## src/rtl/nyq_fir_mc.sv

```systemverilog
// rtl/nyq_fir_mc.sv - multi-channel time-multiplexed Nyquist FIR with one MAC and writable coefficients
module nyq_fir_mc #(
    parameter int IN_WIDTH   = 24,
    parameter int COEF_WIDTH = 24,
    parameter int OUT_WIDTH  = 24,
    parameter int FRAC_BITS  = 22,
    parameter int NUM_TAPS   = 16,
    parameter int NUM_CH     = 2,
    parameter int ADDR_WIDTH = 11,
    parameter int CH_BITS    = 1
) (
    input  logic                  Clk_CI,
    input  logic                  Rst_RBI,
    input  logic                  WrEn_SI,
    input  logic [ADDR_WIDTH-1:0] Addr_DI,
    input  logic [COEF_WIDTH-1:0] PAR_In_DI,
    input  logic [IN_WIDTH-1:0]   In_DI,
    input  logic [CH_BITS-1:0]    InCh_DI,
    input  logic                  InValid_SI,
    output logic                  InReady_SO,
    output logic [OUT_WIDTH-1:0]  Out_DO,
    output logic [CH_BITS-1:0]    OutCh_DO,
    output logic                  OutValid_SO
);
    localparam int K_BITS    = $clog2(NUM_TAPS);
    localparam int PW        = IN_WIDTH + COEF_WIDTH;
    localparam int ACC_WIDTH = PW + $clog2(NUM_TAPS);

    localparam logic [1:0] S_IDLE  = 2'd0;
    localparam logic [1:0] S_MAC   = 2'd1;
    localparam logic [1:0] S_ROUND = 2'd2;
    localparam logic [1:0] S_OUT   = 2'd3;

    localparam logic signed [ACC_WIDTH-1:0] RND_HALF =
        {{(ACC_WIDTH-FRAC_BITS){1'b0}}, 1'b1, {(FRAC_BITS-1){1'b0}}};
    localparam logic signed [ACC_WIDTH-1:0] SAT_MAX =
        {{(ACC_WIDTH-OUT_WIDTH+1){1'b0}}, {(OUT_WIDTH-1){1'b1}}};
    localparam logic signed [ACC_WIDTH-1:0] SAT_MIN =
        {{(ACC_WIDTH-OUT_WIDTH+1){1'b1}}, {(OUT_WIDTH-1){1'b0}}};

    logic [1:0]                   state_q, state_d;
    logic [K_BITS-1:0]            k_q, k_d;
    logic [CH_BITS-1:0]           ch_q, ch_d;
    logic signed [ACC_WIDTH-1:0]  acc_q, acc_d;
    logic [OUT_WIDTH-1:0]         r_q, r_d;
    logic [OUT_WIDTH-1:0]         out_q, out_d;
    logic [CH_BITS-1:0]           outch_q, outch_d;
    logic                         outvalid_q, outvalid_d;

    logic signed [COEF_WIDTH-1:0] coef_q [NUM_TAPS];
    logic signed [IN_WIDTH-1:0]   x_q    [NUM_CH][NUM_TAPS];

    logic                         idle, sample_take, ch_ok, coef_we, flush;
    logic signed [IN_WIDTH-1:0]   x_cur;
    logic signed [COEF_WIDTH-1:0] c_cur;
    logic signed [PW-1:0]         x_ext, c_ext, prod;
    logic signed [ACC_WIDTH-1:0]  prod_ext, rnd, shf;

    assign idle        = (state_q == S_IDLE);
    assign InReady_SO  = idle;
    assign ch_ok       = (32'(InCh_DI) < NUM_CH);
    assign sample_take = idle && InValid_SI && ch_ok;
    assign coef_we     = idle && WrEn_SI && (32'(Addr_DI) < NUM_TAPS);
    assign flush       = idle && WrEn_SI && (Addr_DI == '1);

    // Full-precision signed product, operands widened explicitly before the multiply
    assign x_cur    = x_q[ch_q][k_q];
    assign c_cur    = coef_q[k_q];
    assign x_ext    = {{COEF_WIDTH{x_cur[IN_WIDTH-1]}}, x_cur};
    assign c_ext    = {{IN_WIDTH{c_cur[COEF_WIDTH-1]}}, c_cur};
    assign prod     = x_ext * c_ext;
    assign prod_ext = {{(ACC_WIDTH-PW){prod[PW-1]}}, prod};
    assign rnd      = acc_q + RND_HALF;
    assign shf      = rnd >>> FRAC_BITS;

    always_comb begin
        state_d    = state_q;
        k_d        = k_q;
        ch_d       = ch_q;
        acc_d      = acc_q;
        r_d        = r_q;
        out_d      = out_q;
        outch_d    = outch_q;
        outvalid_d = 1'b0;
        case (state_q)
            S_IDLE: begin
                if (sample_take) begin
                    ch_d    = InCh_DI;
                    acc_d   = '0;
                    k_d     = '0;
                    state_d = S_MAC;
                end
            end
            S_MAC: begin
                acc_d = acc_q + prod_ext;
                k_d   = k_q + 1'b1;
                if (k_q == K_BITS'(NUM_TAPS-1)) state_d = S_ROUND;
            end
            S_ROUND: begin
                if (shf > SAT_MAX)      r_d = {1'b0, {(OUT_WIDTH-1){1'b1}}};
                else if (shf < SAT_MIN) r_d = {1'b1, {(OUT_WIDTH-1){1'b0}}};
                else                    r_d = shf[OUT_WIDTH-1:0];
                state_d = S_OUT;
            end
            default: begin
                out_d      = r_q;
                outch_d    = ch_q;
                outvalid_d = 1'b1;
                state_d    = S_IDLE;
            end
        endcase
    end

    always_ff @(posedge Clk_CI or negedge Rst_RBI) begin
        if (!Rst_RBI) begin
            state_q    <= S_IDLE;
            k_q        <= '0;
            ch_q       <= '0;
            acc_q      <= '0;
            r_q        <= '0;
            out_q      <= '0;
            outch_q    <= '0;
            outvalid_q <= 1'b0;
        end else begin
            state_q    <= state_d;
            k_q        <= k_d;
            ch_q       <= ch_d;
            acc_q      <= acc_d;
            r_q        <= r_d;
            out_q      <= out_d;
            outch_q    <= outch_d;
            outvalid_q <= outvalid_d;
        end
    end

    // A flush coinciding with a sample leaves only the new sample in that line
    always_ff @(posedge Clk_CI or negedge Rst_RBI) begin
        if (!Rst_RBI) begin
            for (int t = 0; t < NUM_TAPS; t++) coef_q[t] <= '0;
            for (int c = 0; c < NUM_CH; c++)
                for (int t = 0; t < NUM_TAPS; t++) x_q[c][t] <= '0;
        end else begin
            if (coef_we) coef_q[Addr_DI[K_BITS-1:0]] <= PAR_In_DI;
            for (int c = 0; c < NUM_CH; c++) begin
                if (flush)
                    for (int t = 0; t < NUM_TAPS; t++) x_q[c][t] <= '0;
                if (sample_take && (32'(InCh_DI) == c)) begin
                    x_q[c][0] <= In_DI;
                    for (int t = 1; t < NUM_TAPS; t++)
                        x_q[c][t] <= flush ? '0 : x_q[c][t-1];
                end
            end
        end
    end

    assign Out_DO      = out_q;
    assign OutCh_DO    = outch_q;
    assign OutValid_SO = outvalid_q;
endmodule

```

## config.mk

```make
export PLATFORM = sky130hd
export DESIGN_NAME = nyq_fir_mc
export DESIGN_NICKNAME = d
export VERILOG_FILES = /design/src/rtl/nyq_fir_mc.sv
export SDC_FILE = /design/constraint.sdc
export NUM_CORES = 2
export LEC_CHECK = 0
export ABC_CLOCK_PERIOD_IN_PS = 11500
export BUFFER_PORTS_ARGS = -buffer_cell sky130_fd_sc_hd__buf_2
export CAP_MARGIN = 20
export CORE_MARGIN = 1
export CORE_UTILIZATION = 53
export CTS_CLUSTER_DIAMETER = 80
export DETAILED_ROUTE_END_ITERATION = 6
export PLACE_DENSITY = 0.69
export SLEW_MARGIN = 10
export SYNTH_ARGS = -nofsm -noshare
export SYNTH_HDL_FRONTEND = slang
export SYNTH_SLANG_ARGS = --single-unit
```

## constraint.sdc

```tcl
create_clock -name Clk_CI -period 11.5 [get_ports Clk_CI]
set_input_delay 1.15 -clock Clk_CI [delete_from_list [all_inputs] [get_ports Clk_CI]]
set_output_delay 1.15 -clock Clk_CI [all_outputs]
set_load 0.005 [all_outputs]
```

# ---- Yosys cells after proc, flatten, opt, wreduce, memory -nomap -nowiden
# Cells that the tools add are included.
dict set report word_totals {
  register_bits 1261
  latchBits 0
  ram_bits 0
  romBits 0
  in_bits 64
  out_inout_bits 27
  mem_count 0
}
dict set report classes {
  add_sub_neg 3
  multipliers 1
  div_mod_pow 0
  n_lt_le_gt_ge 7
  eq_ne 6
  shift 0
  n_mux 55
  bitwise_logic 4
  n_reduce_logical 15
}
# op n
set op_table {}
lappend op_table {{$mux W384} 6}
lappend op_table {{$mux W24} 37}
lappend op_table {{$bwmux W384} 1}
lappend op_table {{$bmux W24 S4} 2}
lappend op_table {{$pmux W52 S2} 1}
lappend op_table {{$demux W24 S4} 1}
lappend op_table {{$add A52 B23 Y52 const B} 1}
lappend op_table {{$add A52 B48 Y52} 1}
lappend op_table {{$mux W52} 1}
lappend op_table {{$mul A24 B24 Y48} 1}
lappend op_table {{$gt A30 B24 Y1 const B} 1}
lappend op_table {{$lt A30 B24 Y1 const B} 1}
lappend op_table {{$eq A11 B11 Y1 const B} 1}
lappend op_table {{$lt A11 B5 Y1 const B} 1}
lappend op_table {{$ge A5 B5 Y1 const B} 2}
lappend op_table {{$not A4 Y5} 2}
lappend op_table {{$pmux W4 S2} 1}
lappend op_table {{$logic_and A1 B1 Y1} 7}
lappend op_table {{$pmux W2 S3} 1}
lappend op_table {{$reduce_and A2 Y1} 3}
lappend op_table {{$reduce_bool A2 Y1} 3}
lappend op_table {{$lt A5 B1 Y1 const B} 1}
lappend op_table {{$add A4 B1 Y4 const B} 1}
lappend op_table {{$eq A4 B4 Y1 const B} 1}
lappend op_table {{other kinds (12)} 13}

# ---- Depth between registers and ports, before layout
dict set report logic_depth {
  word_depth 10
  ltp_mapped 36
}

# ---- Worst setup path before layout
# Ideal clock, no wire load.
dict set report synth_path {
  path_kind {reg2reg}
  startpoint {register k_q[0]}
  endpoint {register acc_q[46]}
  arrival_ps 8450
  required_time_ps 11378
  slack_ps 2929
  stages_incl_launch_ff 32
  period_less_slack_ps 8571
  path_cell_list {dfrtp_1 -> clkbuf_1 -> buf_6 -> buf_6 -> buf_6 -> mux4_2 -> mux4_2 -> mux2i_1 -> clkbuf_1 -> nand2b_1 -> inv_1 -> fa_1 -> fa_1 -> inv_1 -> fa_1 -> fa_1 -> inv_1 -> fa_1 -> fa_1 -> inv_1 -> fa_1 -> inv_1 -> ha_1 -> clkbuf_1 -> a21o_1 -> a21o_1 -> a21oi_1 -> o211ai_1 -> a31oi_4 -> a21oi_1 -> or3_1 -> a32o_1}
}
dict set report synth_between {
  elab_chain_len 7
  elab_cells_between_ends 10
  cone_classes {1 x add/sub; 1 x mul; 7 x mux; 1 x bitwise}
}
# element line
set synth_lines {}
lappend synth_lines {{start: declaration} 42} ;# logic [K_BITS-1:0] k_q, k_d;
lappend synth_lines {{start signal: assignment} 126} ;# k_q <= k_d;
lappend synth_lines {{$not A4 Y5 (implied by the code) *} {67, 68}}
lappend synth_lines {{$bmux W24 S4 (on tied branches)} {67, 68}}
lappend synth_lines {{$mux W24 (on tied branches) (2 in series)} {67, 68}}
lappend synth_lines {{$mul A24 B24 Y48 *} 71} ;# assign prod = x_ext * c_ext;
lappend synth_lines {{$add A52 B48 Y52 *} 95} ;# acc_d = acc_q + prod_ext;
lappend synth_lines {{$pmux W52 S2 *} 85} ;# case (state_q)
lappend synth_lines {{end signal: assignment} 119} ;# acc_q <= '0;
lappend synth_lines {{end signal: assignment} 128} ;# acc_q <= acc_d;
lappend synth_lines {{end: declaration} 44} ;# logic signed [ACC_WIDTH-1:0] acc_q, acc_d;
# Mark *: on every way between the ends. The rest lies on a longest branch, timed or not. The select of a mux whose other input is x is not followed.
# A chain may end at the register's enable or synchronous reset.

# ---- Worst setup path in the final report
dict set report layout_path {
  startpoint {register k_q[0]}
  endpoint {register acc_q[48]}
}
# The elaborated chain is that of the path after synthesis.

==> flow_summary_export.csv <==
group,metric,value,unit
run_status,status,"complete, no violations",
logic_synthesis,syn_area_per_cell,10.5,sq um
logic_synthesis,yosysTopAreaCell,"dfrtp_1",
route,drc,0,
timing,finalHoldViolCount,0,
critical_path,arrival,10.83,ns
cells_and_area,nets,8461,
place,gp_congestion,0.947,
logic_synthesis,synth-warning-count,0,
cts,cts_inserted_buffers,140,
floorplan,die-area,155000,sq um
logic_synthesis,syn-num-nets,8657,
route,vias,56600,
cts,cts_buffer_depth,3,
floorplan,io_pins,91,
power,finalPower,16.2,mW
timing,relSlewSlack,21.9,%
timing,rsz0062_at_grt,"false",
critical_path,worstSetupEndpointType,"flip-flop",
floorplan,rows,143,
floorplan,die_h,394,microns
place,hpwl,138,mm
timing,fin_crit_sh,88.0,%
cts,cts-root-buf,"clkbuf_16",
cts,cts_tree,"built",
power,power_density,184,nW/um^2
floorplan,fp.dieW,394,microns
floorplan,core,152000,sq um
global_routing,grt_pass1_wl,335,mm
timing,setup_viol,0,
critical_path,worstSetupPathType,"reg2reg",
power,p_leak,41.4,nW
global_routing,grt_max_degree,227,
power,irDropWorstVdd,0.149,mV
logic_synthesis,synth_edf_count,0,
logic_synthesis,yosys.cell_types.count,76,
critical_path,crit_fanout,33,
cts,cts.clk_slew.worst_paths,0.06,ns
logic_synthesis,async_reset_ff_share,100,%
cells_and_area,final_cells,9690,
cells_and_area,finalInstanceArea,88000,sq um
cells_and_area,drive_gt1_share,16.0,%
route,wl_per_cell,21.4,microns
timing,maxSlewViolCount,0,
timing,period_minus_slack,10.11,ns
place,placed_cells,9433,
route,drt_wl_total,207,mm
route,drtIter0Drc,5196,
route,vias_per_cell,5.84,
critical_path,start_kind,"flip-flop",
place,placed_area,83100,sq um
worst_hold_path,min_path_type,"in2async",
cts,post-cts-setup-buffers,0,
logic_synthesis,ys_seq_area_share,38.8,%
floorplan,start_util,53.4,%
cts,holdBufCountCts,0,
logic_synthesis,ys_ff_latch,1261,
logic_synthesis,synth_area_leaders,"dfrtp_1 (39%), fa_1 (17%), mux4_2 (9.7%), nand2_1 (9.3%), mux2_2 (5.6%)",
global_routing,gr-total-overflow,0,
timing,clock.fmax,0.0989,GHz
logic_synthesis,synth_cells,7743,
timing,fin_setup_tns,0,ns
place,port_buffers,90,
global_routing,antenna_found_initial,9,
cts,cts.sinks,1261,
route,ant_nets,0,
logic_synthesis,netlist.area_leader.share,38.8,%
global_routing,track_usage,27.3,%
critical_path,crit_required,12.22,ns
global_routing,grt_pass1_vias,58600,
logic_synthesis,syn_area,81300,sq um
cts,htree_levels,4,
cts,ctsResizeCount,0,
timing,tightest_slew,1.15,ns
logic_synthesis,ys.flop_type,"dfrtp_1",
cells_and_area,area_delta_synth_final,8.32,%
cts,clk_latency,0.83,ns
route,dr.pass1.iters,6,
timing,fin_worst_skew,0.0787,ns
run,drv_cap,0,
[metrics by stage]
stage | util [%] | hold WS [ns] | setup WS, ns
3_5_place_dp | 54.7 | 0.480 | 1.40
5_1_grt | 57.9 | 0.342 | 0.896
3_3_place_gp | 54.7 | 0.469 | 1.45
4_1_cts | 57.8 | 0.342 | 1.39
2_1_floorplan | - | 0.456 | 2.93
6_report | 57.9 | 0.265 | 1.39
[final cells by class]
| class | instances | area, sq um |
|---|---|---|
| antenna | 1 | 2.50 |
| clock buffer | 203 | 3990 |
| clock inverter | 51 | 863 |
| fill | 12700 | 64100 |
| inverter | 717 | 2690 |
| multi-input combinational | 5245 | 44900 |
| sequential | 1261 | 31600 |
| tap | 2030 | 2540 |
| timing repair buffer | 182 | 1460 |
[placed cells by master, fill, tap and decap left out, types with 7 or more instances in the layout]
master / count
clkinvlp_4: 7
nor2_1: 113
a31oi_1: 7
o21ai_0: 123
nand2_2: 19
buf_2: 89
a22o_1: 8
buf_4: 68
xor2_1: 37
inv_1: 716
and2_1: 38
ha_1: 173
a211oi_1: 27
nand3_1: 30
clkbuf_16: 140
dfrtp_1: 1256
a21oi_1: 909
buf_12: 23
nand4_1: 16
nand2_1: 2017
nor2b_1: 38
nor3_1: 8
a21o_1: 27
fa_1: 677
nand2b_1: 50
or2_2: 10
clkinv_16: 11
bufinv_16: 10
clkbuf_8: 25
xnor2_1: 37
mux2_2: 406
clkbuf_1: 38
mux4_2: 351
and3_1: 15
clkinv_2: 15
o21ai_2: 9
[registers in the layout, indices dropped and copies added (netlist names), 2 cells and up]
signal	cells
r_q	24
coef_q	384
state_q	2
acc_q	52
k_q	4
x_q	768
Out_DO	24
[final timing paths]
path	startpoint	endpoint	slack [ns]	cells after the start
worst min register to register	coef_q[279]$_DFFE_PN0P_	coef_q[279]$_DFFE_PN0P_	0.50	1
max in group asynchronous	Rst_RBI	x_q[153]$_DFFE_PN0P_	8.62	3
worst max-delay path	k_q[0]$_DFFE_PN0P_	acc_q[48]$_DFFE_PN0P_	1.39	23
min in group Clk_CI	coef_q[279]$_DFFE_PN0P_	coef_q[279]$_DFFE_PN0P_	0.50	1
worst min-delay path	Rst_RBI	coef_q[364]$_DFFE_PN0P_	0.27	1
worst max register to register	k_q[0]$_DFFE_PN0P_	acc_q[48]$_DFFE_PN0P_	1.39	23
[layer usage]
metal	vias to the layer above	track usage (%)	share of wire [%]	wire length (microns)
met3	417	4.43	6.4	13300
li1	25000	-	-	-
met5	-	0	0.015	31
met1	29300	38.1	42	86700
met2	1882	43.7	48	99200
met4	4	9.71	3.8	7830
[cell usage after synthesis, types with 50 or more instances]
cell and instances:
dfrtp_1 1261, mux4_2 351, inv_1 716, nand2_1 2021
a21oi_1 909, buf_2 84, nand2b_1 50, o21ai_0 124
ha_1 173, fa_1 677, clkbuf_1 379, mux2_2 406
nor2_1 114
[worst max-delay path, stage by stage (launching register included)]
cell,delay (ns)
dfrtp_4,1.01
buf_4,0.58
mux4_2,0.58
mux4_2,0.81
nor2b_1,0.30
fa_1,0.62
fa_1,0.72
fa_1,0.98
fa_1,0.55
fa_1,0.53
fa_1,0.49
inv_1,0.05
fa_1,0.47
inv_1,0.04
ha_1,0.32
a21oi_1,0.38
o21bai_1,0.10
a21oi_1,0.34
o21ai_0,0.16
a21o_1,0.19
a21oi_1,0.34
nand4_1,0.15
o311a_1,0.15
nand3_1,0.06
[kinds of logic (layout without fill, tap and decap cells)]
family,count (synthesis),count (layout),synth area share (%)
other,0,1,0
multiplexers,765,765,15.5
flip-flops,1261,1261,38.8
XOR/XNOR,74,74,0.798
AND/OR/NAND/NOR,2389,2389,11.9
adder cells (fa/ha/maj),850,850,19.3
AO/OA/AOI/OAI,1167,1167,7.64
buffers and inverters,1237,1153,6.05
[report_power, final]
part           total [mW]  internal [mW]  switching, mW
clock                4.66           2.69           1.98
combinational        5.53           2.08           3.45
sequential           5.96           5.21          0.754
No activity file was read; power rests on OpenSTA's default activity.
